$ cat config.mk
export PLATFORM = sky130hd
export DESIGN_NAME = cooler_temp_sched
export DESIGN_NICKNAME = d
export VERILOG_FILES = /design/src/rtl/cooler_temp_sched.sv
export SDC_FILE = /design/constraint.sdc
export NUM_CORES = 1
export LEC_CHECK = 0
export ABC_AREA = 1
export CORE_MARGIN = 4
export CORE_UTILIZATION = 49
export CTS_CLUSTER_DIAMETER = 40
export DETAILED_ROUTE_END_ITERATION = 16
export GPL_TIMING_DRIVEN = 1
export HOLD_SLACK_MARGIN = 0.03
export PLACE_DENSITY = 0.73
export SYNTH_ARGS = -nofsm -noshare
export SYNTH_HDL_FRONTEND = slang
export SYNTH_SLANG_ARGS = --single-unit
$ cat constraint.sdc
create_clock -name clk -period 6.25 [get_ports clk]
set_input_delay 0.625 -clock clk [delete_from_list [all_inputs] [get_ports clk]]
set_output_delay 0.625 -clock clk [all_outputs]
set_load 0.02 [all_outputs]
$ cat src/rtl/cooler_temp_sched.sv
// cooler_temp_sched: round-robin thermal-zone poller with max/hysteresis and rate-limited temp commit.
// Optional COOLER_SCHED_FAILSAFE_EN: zones missing 4 scan slots read as full-scale temperature.
module cooler_temp_sched #(
  parameter int N_ZONE = 4,
  parameter int TW     = 10,
  parameter int ZW     = 2,
  parameter int DWELL  = 50,
  parameter int HYST   = 2
) (
  input  logic                 clk,
  input  logic                 rst,
  input  logic [N_ZONE-1:0]    zone_valid,
  input  logic [N_ZONE*TW-1:0] zone_temp,
  output logic [N_ZONE-1:0]    zone_ready,
  output logic [TW-1:0]        temp_out,
  output logic                 temp_upd,
  output logic [ZW-1:0]        hot_zone
);
  localparam int CW = (DWELL > 1) ? $clog2(DWELL) : 1;
  localparam int DL = (DWELL > 0) ? DWELL - 1 : 0;
  typedef enum logic [1:0] {IDLE, SCAN, COMMIT, DWL} state_t;
  state_t state, next_state;
  logic [ZW-1:0] ptr, next_ptr;
  logic [CW-1:0] cnt, next_cnt;
  logic [TW-1:0] sample [N_ZONE];
  logic [TW-1:0] eff [N_ZONE];
  logic [TW-1:0] max_t;
  logic [ZW-1:0] max_i;
  logic [TW:0] mx, cur;
  logic upd;
  logic [N_ZONE-1:0] ready_d;
`ifdef COOLER_SCHED_FAILSAFE_EN
  logic [2:0] miss [N_ZONE];
  for (genvar k = 0; k < N_ZONE; k++) begin : g_eff
    assign eff[k] = (miss[k] == 3'd4) ? '1 : sample[k];
  end
`else
  for (genvar k = 0; k < N_ZONE; k++) begin : g_eff
    assign eff[k] = sample[k];
  end
`endif
  always_ff @(posedge clk or posedge rst) begin
    if (rst) begin
      state <= IDLE;
      ptr   <= '0;
      cnt   <= '0;
    end else begin
      state <= next_state;
      ptr   <= next_ptr;
      cnt   <= next_cnt;
    end
  end
  always_comb begin
    next_state = state;
    next_ptr   = '0;
    next_cnt   = '0;
    case (state)
      IDLE:   next_state = SCAN;
      SCAN: begin
        next_ptr   = (ptr == ZW'(N_ZONE - 1)) ? '0 : ptr + 1'b1;
        next_state = (ptr == ZW'(N_ZONE - 1)) ? COMMIT : SCAN;
      end
      COMMIT: next_state = (DWELL == 0) ? SCAN : DWL;
      default: begin
        next_state = (cnt == CW'(DL)) ? SCAN : DWL;
        next_cnt   = (cnt == CW'(DL)) ? '0 : cnt + 1'b1;
      end
    endcase
  end
  // Ties keep the lowest index because only a strictly larger sample replaces the running max.
  always_comb begin
    ready_d = (next_state == SCAN) ? (N_ZONE'(1) << next_ptr) : '0;
    max_t = eff[0];
    max_i = '0;
    for (int k = 1; k < N_ZONE; k++) begin
      max_i = (eff[k] > max_t) ? ZW'(k) : max_i;
      max_t = (eff[k] > max_t) ? eff[k] : max_t;
    end
    mx  = {1'b0, max_t};
    cur = {1'b0, temp_out};
    upd = (mx > cur) || ((mx < cur) && ((cur - mx) >= (TW+1)'(HYST)));
  end
  always_ff @(posedge clk or posedge rst) begin
    if (rst) begin
      zone_ready <= '0;
      temp_out   <= '0;
      temp_upd   <= 1'b0;
      hot_zone   <= '0;
      for (int k = 0; k < N_ZONE; k++) sample[k] <= '0;
`ifdef COOLER_SCHED_FAILSAFE_EN
      for (int k = 0; k < N_ZONE; k++) miss[k] <= '0;
`endif
    end else begin
      zone_ready <= ready_d;
      temp_upd   <= (state == COMMIT) && upd;
      if (state == COMMIT) hot_zone <= max_i;
      if (state == COMMIT && upd) temp_out <= max_t;
      if (state == SCAN && zone_valid[ptr]) sample[ptr] <= zone_temp[ptr*TW +: TW];
`ifdef COOLER_SCHED_FAILSAFE_EN
      if (state == SCAN) miss[ptr] <= zone_valid[ptr] ? 3'd0 : (miss[ptr] == 3'd4) ? 3'd4 : miss[ptr] + 3'd1;
`endif
    end
  end
endmodule

==> impl_metrics.toml <==
[setup_path]
cell_type_group_with_the_largest_total_delay_on_the_critical_path = "simple AND/OR/NAND/NOR gates"
cp-startpoint = "eff[28]"
worstPathMaxFanout = 6
critical_r2r_capture = "temp_out[9]"
cp_common_cell = "sky130_fd_sc_hd__nand2_1"
worst-r2r-cell-count = 50
critical_path_buf_inv_count = 9
cp_slowest_stage_delay_ps = 440
crit_slowest_cell = "sky130_fd_sc_hd__dfrtp_1"
worstSetupStartpointType = "register"
critical_path_required_ps = 6490
crit_path_end_kind = "register"
worstReg2RegStart = "eff[28]"
reg2reg_setup_slack_ps = 60
worst-endpoint-arrival_ps = 6430
category_of_the_critical_setup_timing_path = "reg2reg"

[worst_hold_path]
hold-path-cell-count = 1
hold_path_end = "cnt[0]"
hold_path_startpoint = "cnt[0]"
holdCritPathClass = "reg2reg"

[floorplan]
placeableCoreArea_sq_mm = 0.009415
starting_density_of_the_core = 0.5130
die-height_um = 107.3
floorplan.io_pins = 63
die_area_sq_mm = 0.01151
die-width_um = 107.3
rows = 35

[clock_network]
cts_max_level = 3
cts_num_sinks = 67
clock_network_latency_to_the_later_pin_of_the_worst_skew_pair_ps = 360
clock_tree.buffer_depth = 2
cts_tree = "built"
clkSlewWorstSetupHoldPaths_ps = 90
number_of_buffers_created_by_cts = 9
ctsRootBufferMaster = "sky130_fd_sc_hd__clkbuf_8"
holdBufCountCts = 0

[sta]
fmax_mhz = 161.7
slew_at_the_pin_closest_to_its_max_slew_limit_ps = 992.0
hold_viol = 0
grt_setup_unrepaired = "yes"
timing.final.crit_period_ps = 6186
finalCritPeriodShare = 0.9898
finalWorstSetupSlack_ps = 63.84
timing.final.setup_violations = 0
finalClockSkew_ps = 11.91
report.final.slew_viol_count = 0
headroom_to_the_max_slew_limit = 0.3362
timing.setup.tns_ps = 0

[synth]
synth_compound_area_frac = 0.1111
synth-simple-area-share = 0.2943
yosys.area.top_type = "sky130_fd_sc_hd__dfrtp_1"
synth_cell_type_count = 34
area_fraction_of_the_dominant_cell_type_after_synthesis = 0.3472
synth_area_per_cell_sq_um = 7.453
post_synth_mux_area_share = 0.05104
sequential_element_share_of_the_synthesized_area = 0.3472
synthCells = 648
synth_nets = 734
yosys_warn_count = 0
synth.area.top_cells = "sky130_fd_sc_hd__dfrtp_1 (35%), sky130_fd_sc_hd__nand2_1 (11%), sky130_fd_sc_hd__ha_1 (10%)"
synth_top_family_by_area = "simple AND/OR/NAND/NOR gates"
synth-xor-area-share = 0.001813
netlist_area_sq_mm = 0.004830
synth_adder_area_share = 0.1036
ys_ff_latch = 67

[outcome]
outcome = "complete, no violations"

[finish]
num_antenna_cells = 0
fraction_of_layout_instances_using_a_drive_strength_above_1 = 0.3112
num-nets-final = 849
flow.area_growth_from_synthesis_pct = 41.58

[grt]
initial_antenna_violation_count = 0
grt_pass1_vias = 4430
grt_start_max_net_pins = 68
gr_overflow_total = 0
grt.total_usage = 0.2162
grt_pass1_wl_um = 20190

[drt]
drt_iter0_markers = 319
dr.max_layer_used = "met4"
drt.antenna.violating_nets = 0
wl_per_cell_um = 15.95
routed-wl-met2_um = 7407
detailroute.via_count = 4804
wirelength_met1_um = 5773
firstDrtPassIters = 5
drcViolationCount = 0
via_per_inst = 5.356
route.met3.wl_um = 652
routed_wl_um = 14300

[power]
p_per_area_mw_per_mm2 = 278.2
max-vdd-ir-drop_mv = 0.1488
leakage_component_of_the_power_nw = 3.280
finalPower_w = 0.001902

[placed_design]
io_buffers = 62
post-place-ws_ps = -179.3
finalWeightedCongestion = 0.9119
dp_hpwl_um = 9298

[run]
drv.max_cap_violation_count = 0
routing by layer:
layer	GRT usage	vias up
li1	-	2348
met1	0.2718	2266
met2	0.3803	153
met3	0.03539	37
met4	0.06484	0
met5	0	-
power breakdown:
| part | leakage (nW) | switching [W] | internal (W) | total (W) |
|---|---|---|---|---|
| clock | 0.0988 | 0.000200 | 0.000191 | 0.000391 |
| sequential | 0.805 | 0.0000524 | 0.000472 | 0.000525 |
| combinational | 2.38 | 0.000555 | 0.000431 | 0.000986 |
| total | 3.28 | 0.000807 | 0.00109 | 0.00190 |
cell type report:
class                      instances  area, sq um
tap                              129        161.4
sequential                        67         1677
clock buffer                       9        123.9
timing repair buffer             119         1121
inverter                          92        347.8
multi-input combinational        474         3324
clock inverter                     7        82.58
fill                             679         2577
synth_stat cells, drive strengths merged:
| master | number |
|---|---|
| o21ai | 65 |
| clkinv | 1 |
| ha | 40 |
| mux2 | 21 |
| a211oi | 2 |
| nor2 | 64 |
| o21bai | 5 |
| nor3 | 5 |
| buf | 4 |
| nand4 | 7 |
| nor4 | 1 |
| a21oi | 12 |
| dfrtp | 67 |
| nor3b | 1 |
| o22ai | 11 |
| a31oi | 3 |
| nand3b | 1 |
| mux2i | 1 |
| nand2 | 174 |
| nand3 | 56 |
| xnor2 | 1 |
| inv | 91 |
| clkbuf | 14 |
| a21o | 1 |
layout by cell type (no fill, tap or decap), types with 3 or more instances in the layout:
master                            netlist  final
sky130_fd_sc_hd__a21oi_1               11     10
sky130_fd_sc_hd__a31oi_1                3      3
sky130_fd_sc_hd__buf_4                  1     46
sky130_fd_sc_hd__buf_6                  3      8
sky130_fd_sc_hd__clkbuf_8               0      9
sky130_fd_sc_hd__clkdlybuf4s50_1        0     62
sky130_fd_sc_hd__dfrtp_1               67     67
sky130_fd_sc_hd__ha_1                  40     23
sky130_fd_sc_hd__ha_4                   0     16
sky130_fd_sc_hd__inv_1                 86     70
sky130_fd_sc_hd__inv_2                  5     20
sky130_fd_sc_hd__inv_6                  0      3
sky130_fd_sc_hd__mux2_2                21     21
sky130_fd_sc_hd__nand2_1              147    122
sky130_fd_sc_hd__nand2_2               25     38
sky130_fd_sc_hd__nand2_4                2     15
sky130_fd_sc_hd__nand3_1               49     37
sky130_fd_sc_hd__nand3_2                7     17
sky130_fd_sc_hd__nand4_1                5      5
sky130_fd_sc_hd__nor2_1                57     53
sky130_fd_sc_hd__nor2_2                 4      4
sky130_fd_sc_hd__nor2_4                 3      7
sky130_fd_sc_hd__nor3_1                 5      4
sky130_fd_sc_hd__o21ai_0               64     41
sky130_fd_sc_hd__o21ai_1                1      8
sky130_fd_sc_hd__o21ai_2                0     11
sky130_fd_sc_hd__o21ai_4                0      5
sky130_fd_sc_hd__o21bai_1               5      5
sky130_fd_sc_hd__o22ai_1               11     11
worst max path at each step:
stage | slack (ps) | to | cells past startpoint
after floorplan | 70 | temp_out[9] | 45
after global placement | 80 | temp_out[1] | 51
final | 60 | temp_out[9] | 50
after CTS | 20 | temp_out[2] | 53
after detailed placement | -180 | temp_out[2] | 48
after global routing | -280 | temp_out[6] | 50
repair_timing:
| item | 4_1_cts | 5_1_grt |
|---|---|---|
| resized for setup | 4 | 152 |
| endpoints found under the setup margin | 11 | 11 |
| buffers inserted | 0 | 32 |
| pin swaps | 2 | 71 |
| cloned | 0 | 4 |
| hold endpoints to repair | 0 | 0 |
sequential cells by signal, indices dropped and copies added, names as in the netlist:
register	count
cnt	6
temp_out	10
ptr	2
eff	40
zone_ready	4
state	2
hot_zone	2
temp_upd	1
logic make-up after synthesis:
logic type	count (synthesis)
DFF	67
xor gates and xnor gates	1
buffers and inverters	110
muxes	22
and+or+nand+nor	309
AOI/OAI and AO/OA	99
adders and majority gates	40
metrics by stage:
stage / utilization / hold WS (ps) / cell area [sq um] / std cells
after detailed placement: 0.6078 / 488.1 / 5723 / 845
after global placement: 0.6078 / 476.0 / 5723 / 845
after CTS: 0.6308 / 499.3 / 5939 / 861
after floorplan: - / 460.8 / 4831 / 648
after global routing: 0.7262 / 533.0 / 6838 / 897
final: 0.7262 / 497.0 / 6838 / 897
Power figures use the tool's default switching activity.
